===== src/rtl/bsg_chip_pkg.sv =====
// Shared chip-level definitions for the bsg_tag configuration path.
// Holds the tag network sizing constants and the packed tag packet
// layout that the transmitter accepts, fields listed MSB to LSB.
package bsg_chip_pkg;

    localparam int tag_els_gp         = 1024;
    localparam int tag_lg_width_gp    = 4;
    localparam int tag_lg_els_gp      = $clog2(tag_els_gp);
    localparam int tag_max_payload_gp = (1 << tag_lg_width_gp) - 1;

    typedef struct packed {
        logic [tag_max_payload_gp-1:0] payload;
        logic [tag_lg_els_gp-1:0]      nodeID;
        logic                          data_not_reset;
        logic [tag_lg_width_gp-1:0]    len;
    } bsg_chip_tag_pkt_s;

endpackage


===== src/rtl/bsg_counter_set_down.sv =====
// Loadable down-counter that saturates at zero.
// Ports:
//   clk_i, reset_i - clock and synchronous active-high reset
//   set_i, val_i   - load val_i this cycle (takes priority over down_i)
//   down_i         - decrement when nonzero
//   count_r_o      - current count
module bsg_counter_set_down #(
    parameter int width_p = 8
) (
    input  logic               clk_i,
    input  logic               reset_i,
    input  logic               set_i,
    input  logic [width_p-1:0] val_i,
    input  logic               down_i,
    output logic [width_p-1:0] count_r_o
);

    always_ff @(posedge clk_i) begin
        if (reset_i) begin
            count_r_o <= '0;
        end else if (set_i) begin
            count_r_o <= val_i;
        end else if (down_i && (count_r_o != '0)) begin
            count_r_o <= count_r_o - width_p'(1);
        end
    end

endmodule


===== src/rtl/bsg_chip_tag_tx.sv =====
// Serializing bsg_tag transmitter. Sends one tag packet per valid/ready
// handshake as start bit, len, data_not_reset, nodeID, payload (each
// LSB-first), or a run of ones for a master reset. A one-cycle zero
// gap always follows, so the receiver never sees a false start bit.
// Ports:
//   clk_i, reset_i - tag clock and synchronous active-high reset
//   v_i, pkt_i     - packet valid / packet, taken when v_i & ready_and_o
//   ready_and_o    - idle and no master reset pending
//   mreset_v_i     - master reset request (wins over a packet)
//   mreset_yumi_o  - master reset request consumed this cycle
//   tag_data_o     - registered serial data
//   tag_en_o       - registered, high while bits are on the wire
//   busy_o         - transmitter not idle
module bsg_chip_tag_tx
    import bsg_chip_pkg::*;
#(
    parameter int els_p          = tag_els_gp,
    parameter int lg_width_p     = tag_lg_width_gp,
    parameter int reset_cycles_p = 2 ** (lg_width_p + 1)
) (
    input  logic                               clk_i,
    input  logic                               reset_i,
    input  logic                               v_i,
    input  logic [$bits(bsg_chip_tag_pkt_s)-1:0] pkt_i,
    output logic                               ready_and_o,
    input  logic                               mreset_v_i,
    output logic                               mreset_yumi_o,
    output logic                               tag_data_o,
    output logic                               tag_en_o,
    output logic                               busy_o
);

    localparam int lg_els_lp      = $clog2(els_p);
    localparam int max_payload_lp = (1 << lg_width_p) - 1;
    localparam int hdr_bits_lp    = 2 + lg_width_p + lg_els_lp;
    localparam int shift_width_lp = hdr_bits_lp + max_payload_lp;
    localparam int max_count_lp   = (shift_width_lp > reset_cycles_p) ? shift_width_lp : reset_cycles_p;
    localparam int ctr_width_lp   = $clog2(max_count_lp + 1);

    typedef enum logic [1:0] {
        IDLE,
        SEND,
        MRESET,
        GAP
    } state_e;

    state_e                      state_r;
    bsg_chip_tag_pkt_s           pkt;
    logic [max_payload_lp-1:0]   payload_mask;
    logic [shift_width_lp-1:0]   load_bits;
    logic [shift_width_lp-1:0]   shift_r;
    logic [ctr_width_lp-1:0]     load_count;
    logic [ctr_width_lp-1:0]     count_r;
    logic                        pkt_accept;
    logic                        mreset_accept;

    assign pkt = bsg_chip_tag_pkt_s'(pkt_i);

    assign ready_and_o   = (state_r == IDLE) & ~mreset_v_i;
    assign mreset_yumi_o = (state_r == IDLE) & mreset_v_i;
    assign busy_o        = (state_r != IDLE);
    assign pkt_accept    = v_i & ready_and_o;
    assign mreset_accept = mreset_yumi_o;

    // Payload bits above len are cleared so stale high bits never
    // sit in the shift register, even though the counter stops first.
    always_comb begin
        payload_mask = '0;
        for (int unsigned i = 0; i < max_payload_lp; i++) begin
            payload_mask[i] = (i < int'(pkt.len));
        end
        load_bits  = {pkt.payload & payload_mask, pkt.nodeID, pkt.data_not_reset, pkt.len, 1'b1};
        load_count = ctr_width_lp'(hdr_bits_lp - 1) + ctr_width_lp'(pkt.len);
    end

    bsg_counter_set_down #(
        .width_p (ctr_width_lp)
    ) bit_counter (
        .clk_i     (clk_i),
        .reset_i   (reset_i),
        .set_i     (pkt_accept | mreset_accept),
        .val_i     (mreset_accept ? ctr_width_lp'(reset_cycles_p - 1) : load_count),
        .down_i    ((state_r == SEND) | (state_r == MRESET)),
        .count_r_o (count_r)
    );

    // The start bit goes straight to tag_data_o at the handshake edge,
    // so the shift register holds the remainder already shifted by one.
    always_ff @(posedge clk_i) begin
        if (reset_i) begin
            state_r    <= IDLE;
            tag_data_o <= 1'b0;
            tag_en_o   <= 1'b0;
            shift_r    <= '0;
        end else begin
            case (state_r)
                IDLE: begin
                    if (mreset_accept) begin
                        state_r    <= MRESET;
                        tag_data_o <= 1'b1;
                        tag_en_o   <= 1'b1;
                    end else if (pkt_accept) begin
                        state_r    <= SEND;
                        tag_data_o <= load_bits[0];
                        tag_en_o   <= 1'b1;
                        shift_r    <= load_bits >> 1;
                    end
                end
                SEND: begin
                    if (count_r == '0) begin
                        state_r    <= GAP;
                        tag_data_o <= 1'b0;
                        tag_en_o   <= 1'b0;
                    end else begin
                        tag_data_o <= shift_r[0];
                        shift_r    <= shift_r >> 1;
                    end
                end
                MRESET: begin
                    if (count_r == '0) begin
                        state_r    <= GAP;
                        tag_data_o <= 1'b0;
                        tag_en_o   <= 1'b0;
                    end else begin
                        tag_data_o <= 1'b1;
                    end
                end
                GAP: begin
                    state_r <= IDLE;
                end
                default: begin
                    state_r <= IDLE;
                end
            endcase
        end
    end

endmodule


===== config.mk =====
export PLATFORM = sky130hd
export DESIGN_NAME = bsg_chip_tag_tx
export DESIGN_NICKNAME = d
export VERILOG_FILES = /design/src/rtl/bsg_chip_pkg.sv /design/src/rtl/bsg_counter_set_down.sv /design/src/rtl/bsg_chip_tag_tx.sv
export SDC_FILE = /design/constraint.sdc
export NUM_CORES = 1
export LEC_CHECK = 0
export CORE_ASPECT_RATIO = 1.4
export CORE_MARGIN = 3
export CORE_UTILIZATION = 40
export CTS_CLUSTER_DIAMETER = 200
export DETAILED_ROUTE_END_ITERATION = 12
export HOLD_SLACK_MARGIN = 0.1
export PLACE_DENSITY = 0.61
export SLEW_MARGIN = 20
export SYNTH_ARGS = -nofsm -noshare
export SYNTH_HDL_FRONTEND = slang
export SYNTH_SLANG_ARGS = --single-unit

===== constraint.sdc =====
create_clock -name clk_i -period 3.4 [get_ports clk_i]
set_input_delay 0.68 -clock clk_i [delete_from_list [all_inputs] [get_ports clk_i]]
set_output_delay 0.68 -clock clk_i [all_outputs]
set_load 0.02 [all_outputs]

======== Word-level counts from Yosys, hierarchy flattened ========
Index checks and enable logic that the tools add are counted.
cells by class
  $add $sub $neg .......................... 2
  $mul .................................... 0
  divide/modulo/power cells ............... 0
  $lt $le $gt $ge ......................... 15
  equality and inequality tests ........... 8
  shifts and indexed selects .............. 0
  muxes and demuxes ....................... 18
  bitwise logic cells ..................... 7
  reduce and logical (&&, ||, !) cells .... 14
operator list
  cell                 number
  $mux 31              3
  $pmux 31 s2          1
  $lt 4x4->1 const A   7
  $lt 3x4->1 const A   4
  $and 15x15->15       1
  $mux 6               2
  $lt 1x4->1 const A   2
  $lt 2x4->1 const A   2
  $reduce_bool 2->1    4
  $logic_not 6->1      1
  $mux 2               3
  $ne 2x2->1 const B   3
  $pmux 2 s3           1
  $reduce_bool 6->1    1
  $sub 6x1->6 const B  1
  $add 4x4->5 const A  1
  $mux 1               5
  $mux 5               1
  $eq 2x2->1 const B   2
  $reduce_and 2->1     2
  $reduce_and 4->1     1
  $and 1x1->1          3
  $ne 3x3->1 const B   1
  $pmux 1 s3           1
  10 further kinds     11
storage, ports and cells
  flip-flop bits (word level) ............. 41
  bits in latches ......................... 0
  bits in writable memories ............... 0
  memory bits (read-only) ................. 0
  input bits .............................. 34
  output and inout port bits .............. 5
  logic and storage cells ................. 69
  memories kept ........................... 0

======== Depth between registers and ports, before layout ========
  word-level depth ........................ 6
  depth in mapped cells ................... 9
  depth with buffers taken out ............ 6

======== Hierarchy ========
From an unflattened synthesis, not the netlist that was laid out.
unflattened totals
  cell total of the unflattened synthesis .. 258
  area total of the unflattened synthesis .. 2260.9 um^2
by module, submodules not included
  module                times used  cells an instance  area each (um^2)  sequential area each (um^2)
  bsg_chip_tag_tx       1           216                1886.8            680.7
  bsg_counter_set_down  1           42                 374.1             120.1

======== Least setup slack after synthesis ========
No wires, ideal clock.
  path kind ............................... reg2reg
  start point ............................. register state_r[0]
  end point ............................... register bit_counter.count_r_o[3]
  setup time .............................. 86 ps
  data arrival time ....................... 1764 ps
  path slack .............................. 1550 ps
  cell stages (with the launch flop) ...... 7
  period minus slack after synthesis ...... 1850 ps
  cell sequence ........................... dfxtp_1 inv_1 ha_1 or4b_1 a211oi_1 a21oi_1 a221oi_2
on the way
  word-level cells in the longest chain between the ends .. 5
  elaborated cells between the ends (all ways) .. 12
  those cells by class .................... eq/ne (2); mux (2); bitwise (5); reduce/logical (3)
RTL lines
  what                                                RTL line                                      source
  from (decl)                                         bsg_chip_tag_tx.sv:47                         state_e state_r;
  from (signal assigned)                              bsg_chip_tag_tx.sv:91                         state_r <= IDLE;
  from (signal assigned)                              bsg_chip_tag_tx.sv:99                         state_r <= MRESET;
  from (signal assigned)                              bsg_chip_tag_tx.sv:103                        state_r <= SEND;
  $logic_not 2->1                                     bsg_chip_tag_tx.sv:59, bsg_chip_tag_tx.sv:60
  $and 1x1->1                                         bsg_chip_tag_tx.sv:59                         assign ready_and_o = (state_r == IDLE) & ~mreset_v_i;
  $and 1x1->1                                         bsg_chip_tag_tx.sv:62                         assign pkt_accept = v_i & ready_and_o;
  $or 1x1->1                                          bsg_chip_tag_tx.sv:81                         .set_i (pkt_accept | mreset_accept),
  $mux 6 / $reduce_bool 2->1 (equally long branches)  n/a
  to (signal assigned)                                bsg_counter_set_down.sv:22                    count_r_o <= val_i;
  to (signal assigned)                                bsg_counter_set_down.sv:24                    count_r_o <= count_r_o - width_p'(1);
  to (decl)                                           bsg_counter_set_down.sv:15                    output logic [width_p-1:0] count_r_o
Parallel ways exist; a longest one is shown, timed or not.
A chain may end at the register's enable or synchronous reset.

======== Final worst setup path ========
  start point ............................. input port mreset_v_i
  end point ............................... output port mreset_yumi_o
on the way
  word-level cells in the longest chain between the ends .. 1
RTL lines
  what         RTL line               source
  from (decl)  bsg_chip_tag_tx.sv:26  input logic mreset_v_i,
  $and 1x1->1  bsg_chip_tag_tx.sv:60  assign mreset_yumi_o = (state_r == IDLE) & mreset_v_i;
  to (decl)    bsg_chip_tag_tx.sv:27  output logic mreset_yumi_o,
Every way passes these cells.

==> results.yml <==
global_route:
  globalRouteOverflowTotal: 0
  grtUsageTotal: 0.1907
  number_of_global_route_vias_before_repair: 1875
  global_route_wire_length_before_repair_um: 9225
  grt_max_degree: 42
  grt_antenna_before_repair: 0
synthesis:
  yosys.area.top_type_share: 0.3732
  synth.lib_cells_used.distinct: 47
  postSynthNetCount: 288
  synth.largest_area_cell: "dfxtp_1"
  synthesis.yosys.warnings: 0
  ys_ff_latch: 40
  synth_seq_area_share: 0.3732
  ys_top_cells_by_count: "a21oi_1 (43), dfxtp_1 (40), a211oi_1 (28), mux2i_1 (15), clkbuf_1 (12)"
  edff_count_synth: 0
  ys_top_cells_by_area: "dfxtp_1 (37%), a21oi_1 (10%), a211oi_1 (9.8%)"
  asyncSetResetFlopFracSynth: 0
  synth.most_common_cell: "a21oi_1"
  synthesis.area_per_instance_um2: 8.687
  yosys_most_used_dff: "dfxtp_1"
  synth.cell_area_um2: 2146
  synthesis.instances: 247
worst_setup_path:
  crit_arrival_ns: 2.07
  critPathLaunchType: "input port"
  worst_path_class_setup: "input port to output pin"
  path_max_fanout: 7
  rr_startpoint: "bit_counter.count_r_o[0]"
  timing.critical_path.to_type: "output pin"
  timing.critical_path.required_ns: 2.72
  setup.worst_path.start: "mreset_v_i"
placed_design:
  postPlaceCellArea_um2: 2572
  dp.final_hpwl_um: 3832
  placedCellCount: 335
  placement.setup.worst_slack_ns: 0.6684
  gp_congestion: 0.7420
  port_buffers: 38
clocking:
  cts_sinks: 40
  clk_latency_ns: 0.29
  clock_transition_at_the_register_clock_pins_on_the_worst_setup_and_hold_paths_after_cts_ns: 0.08
  clockBufferDepth: 2
  root_buffer: "clkbuf_8"
  cts_resized: 0
  tritoncts: "done"
  post_cts_setup_buffers: 0
  htree_levels: 2
  numCtsBuffers: 5
  post_cts_hold_buffer_count: 0
detailed_routing:
  ant_nets: 0
  detail_route.first_pass.iterations: 4
  dr_total_vias: 1993
  initialDrtViolationCount: 97
  wl_per_cell_um: 16.30
  drt-vias-per-instance: 5.810
  totalWireLength_um: 5591
  residual_drc: 0
pwr:
  p_leak_nw: 0.9501
  irDropWorstVdd_mv: 0.4463
  power_mw: 2.607
  power-per-cell-area_nw_per_um2: 972.6
sta:
  rsz_0062_raised_after_global_routing: "no"
  timing.max_slew.rel_slack: 0.4726
  report.final.slew_viol_count: 0
  report.final.hold_viol_count: 0
  hold_ws_ns: 0.4853
  worstMarginPinSlew_ns: 0.7809
  finClkSkew_ns: 0.003867
  fmax_mhz: 364.2
  layout_setup_ws_ns: 0.6543
  finalCriticalPeriod_ns: 2.746
  setup_violations: 0
  timing.setup.tns_ns: 0
  period_share: 0.8076
cells_and_area:
  stdcell_area_um2: 2680
  finalNonFillerCells: 343
  layout-area-overhead-vs-synth_pct: 24.90
  antenna-diode-count: 0
  final_layout_size_suffix_gt1_frac: 0.06452
  layout.nets: 319
  final_core_utilization: 0.5328
job:
  max-cap-violations: 0
floorplan:
  core_area_um2: 5030
  die_y_um: 92.66
  pin_count: 39
  row_count: 30
  die_area_um2: 6292
  initial_core_util: 0.4266
  fp.dieW_um: 67.90
hold_path:
  worstHoldPathType: "flop to flop"
  startpoint_of_the_worst_hold_path: "shift_r[29]"
outcome:
  outcome: "finished clean"
-- report_power, final --
| part | internal [mW] | total, mW | switching [mW] |
|---|---|---|---|
| logic | 0.613 | 1.42 | 0.810 |
| clock network | 0.218 | 0.391 | 0.173 |
| registers | 0.671 | 0.793 | 0.123 |
| total | 1.50 | 2.61 | 1.10 |
-- worst max-delay path, stage by stage --
cell and delay, ns:
clkdlybuf4s50_1 0.58, nand2_1 0.12, inv_1 0.09, clkdlybuf4s50_1 0.60
-- routing by layer --
layer,vias to the layer above,part of all wire,track usage,wire length (µm)
met5,-,0,0,0
met4,0,0.013,0.05970,75
met3,5,0.038,0.03398,211
met2,48,0.51,0.3201,2856
met1,942,0.44,0.2425,2447
li1,998,-,-,-
-- area by class of cell --
type	instances	area (µm²)
Clock buffer	6	72.57
Clock inverter	2	35.03
Fill cell	501	2350
Inverter	11	41.29
Multi-Input combinational cell	175	1217
Sequential cell	40	800.8
Tap cell	64	80.08
Timing Repair Buffer	45	432.9
-- state kept, by name, summed over array words and instances, names as in the netlist --
signal / flops
shift_r: 30
bit_counter.count_r_o: 6
state_r: 2
tag_data_o: 1
tag_en_o: 1
-- cell families after synthesis --
| kind of cell | after synthesis | share of synthesized area |
|---|---|---|
| multiplexers | 15 | 0.06997 |
| XOR/XNOR | 3 | 0.01225 |
| flip-flops | 40 | 0.3732 |
| adder cells (fa/ha/maj) | 7 | 0.04081 |
| buffers and inverters | 32 | 0.06123 |
| AO/OA/AOI/OAI | 103 | 0.3184 |
| AND/OR/NAND/NOR | 47 | 0.1242 |
-- cells in the final DEF (no fill, tap or decap), types with 2 or more instances in the layout --
master            n
a21oi_1          42
nand2b_1          7
mux2i_1          15
a22oi_1           2
ha_1              7
clkbuf_8          5
nand3_1           5
o311ai_0          2
dfxtp_1          40
a211oi_1         28
nor2_1            9
nor2b_1           2
inv_1            10
buf_4             7
o21ai_0           2
o21ai_1           2
clkdlybuf4s50_1  38
a311oi_1          7
o211ai_1          3
a32oi_1           3
nor3b_1           3
nor3_1            3
nand2_1           8
nand4b_1          2
xnor2_1           2
-- path summary, 6_finish.rpt --
check	slack [ns]	to	cells after the start
worst max-delay path	0.65	mreset_yumi_o	4
worst min-delay path	0.49	shift_r[29]	2
worst max register to register	1.27	shift_r[24]	8
worst min register to register	0.49	shift_r[29]	2
Note: power is estimated with default switching activity, not from simulation.
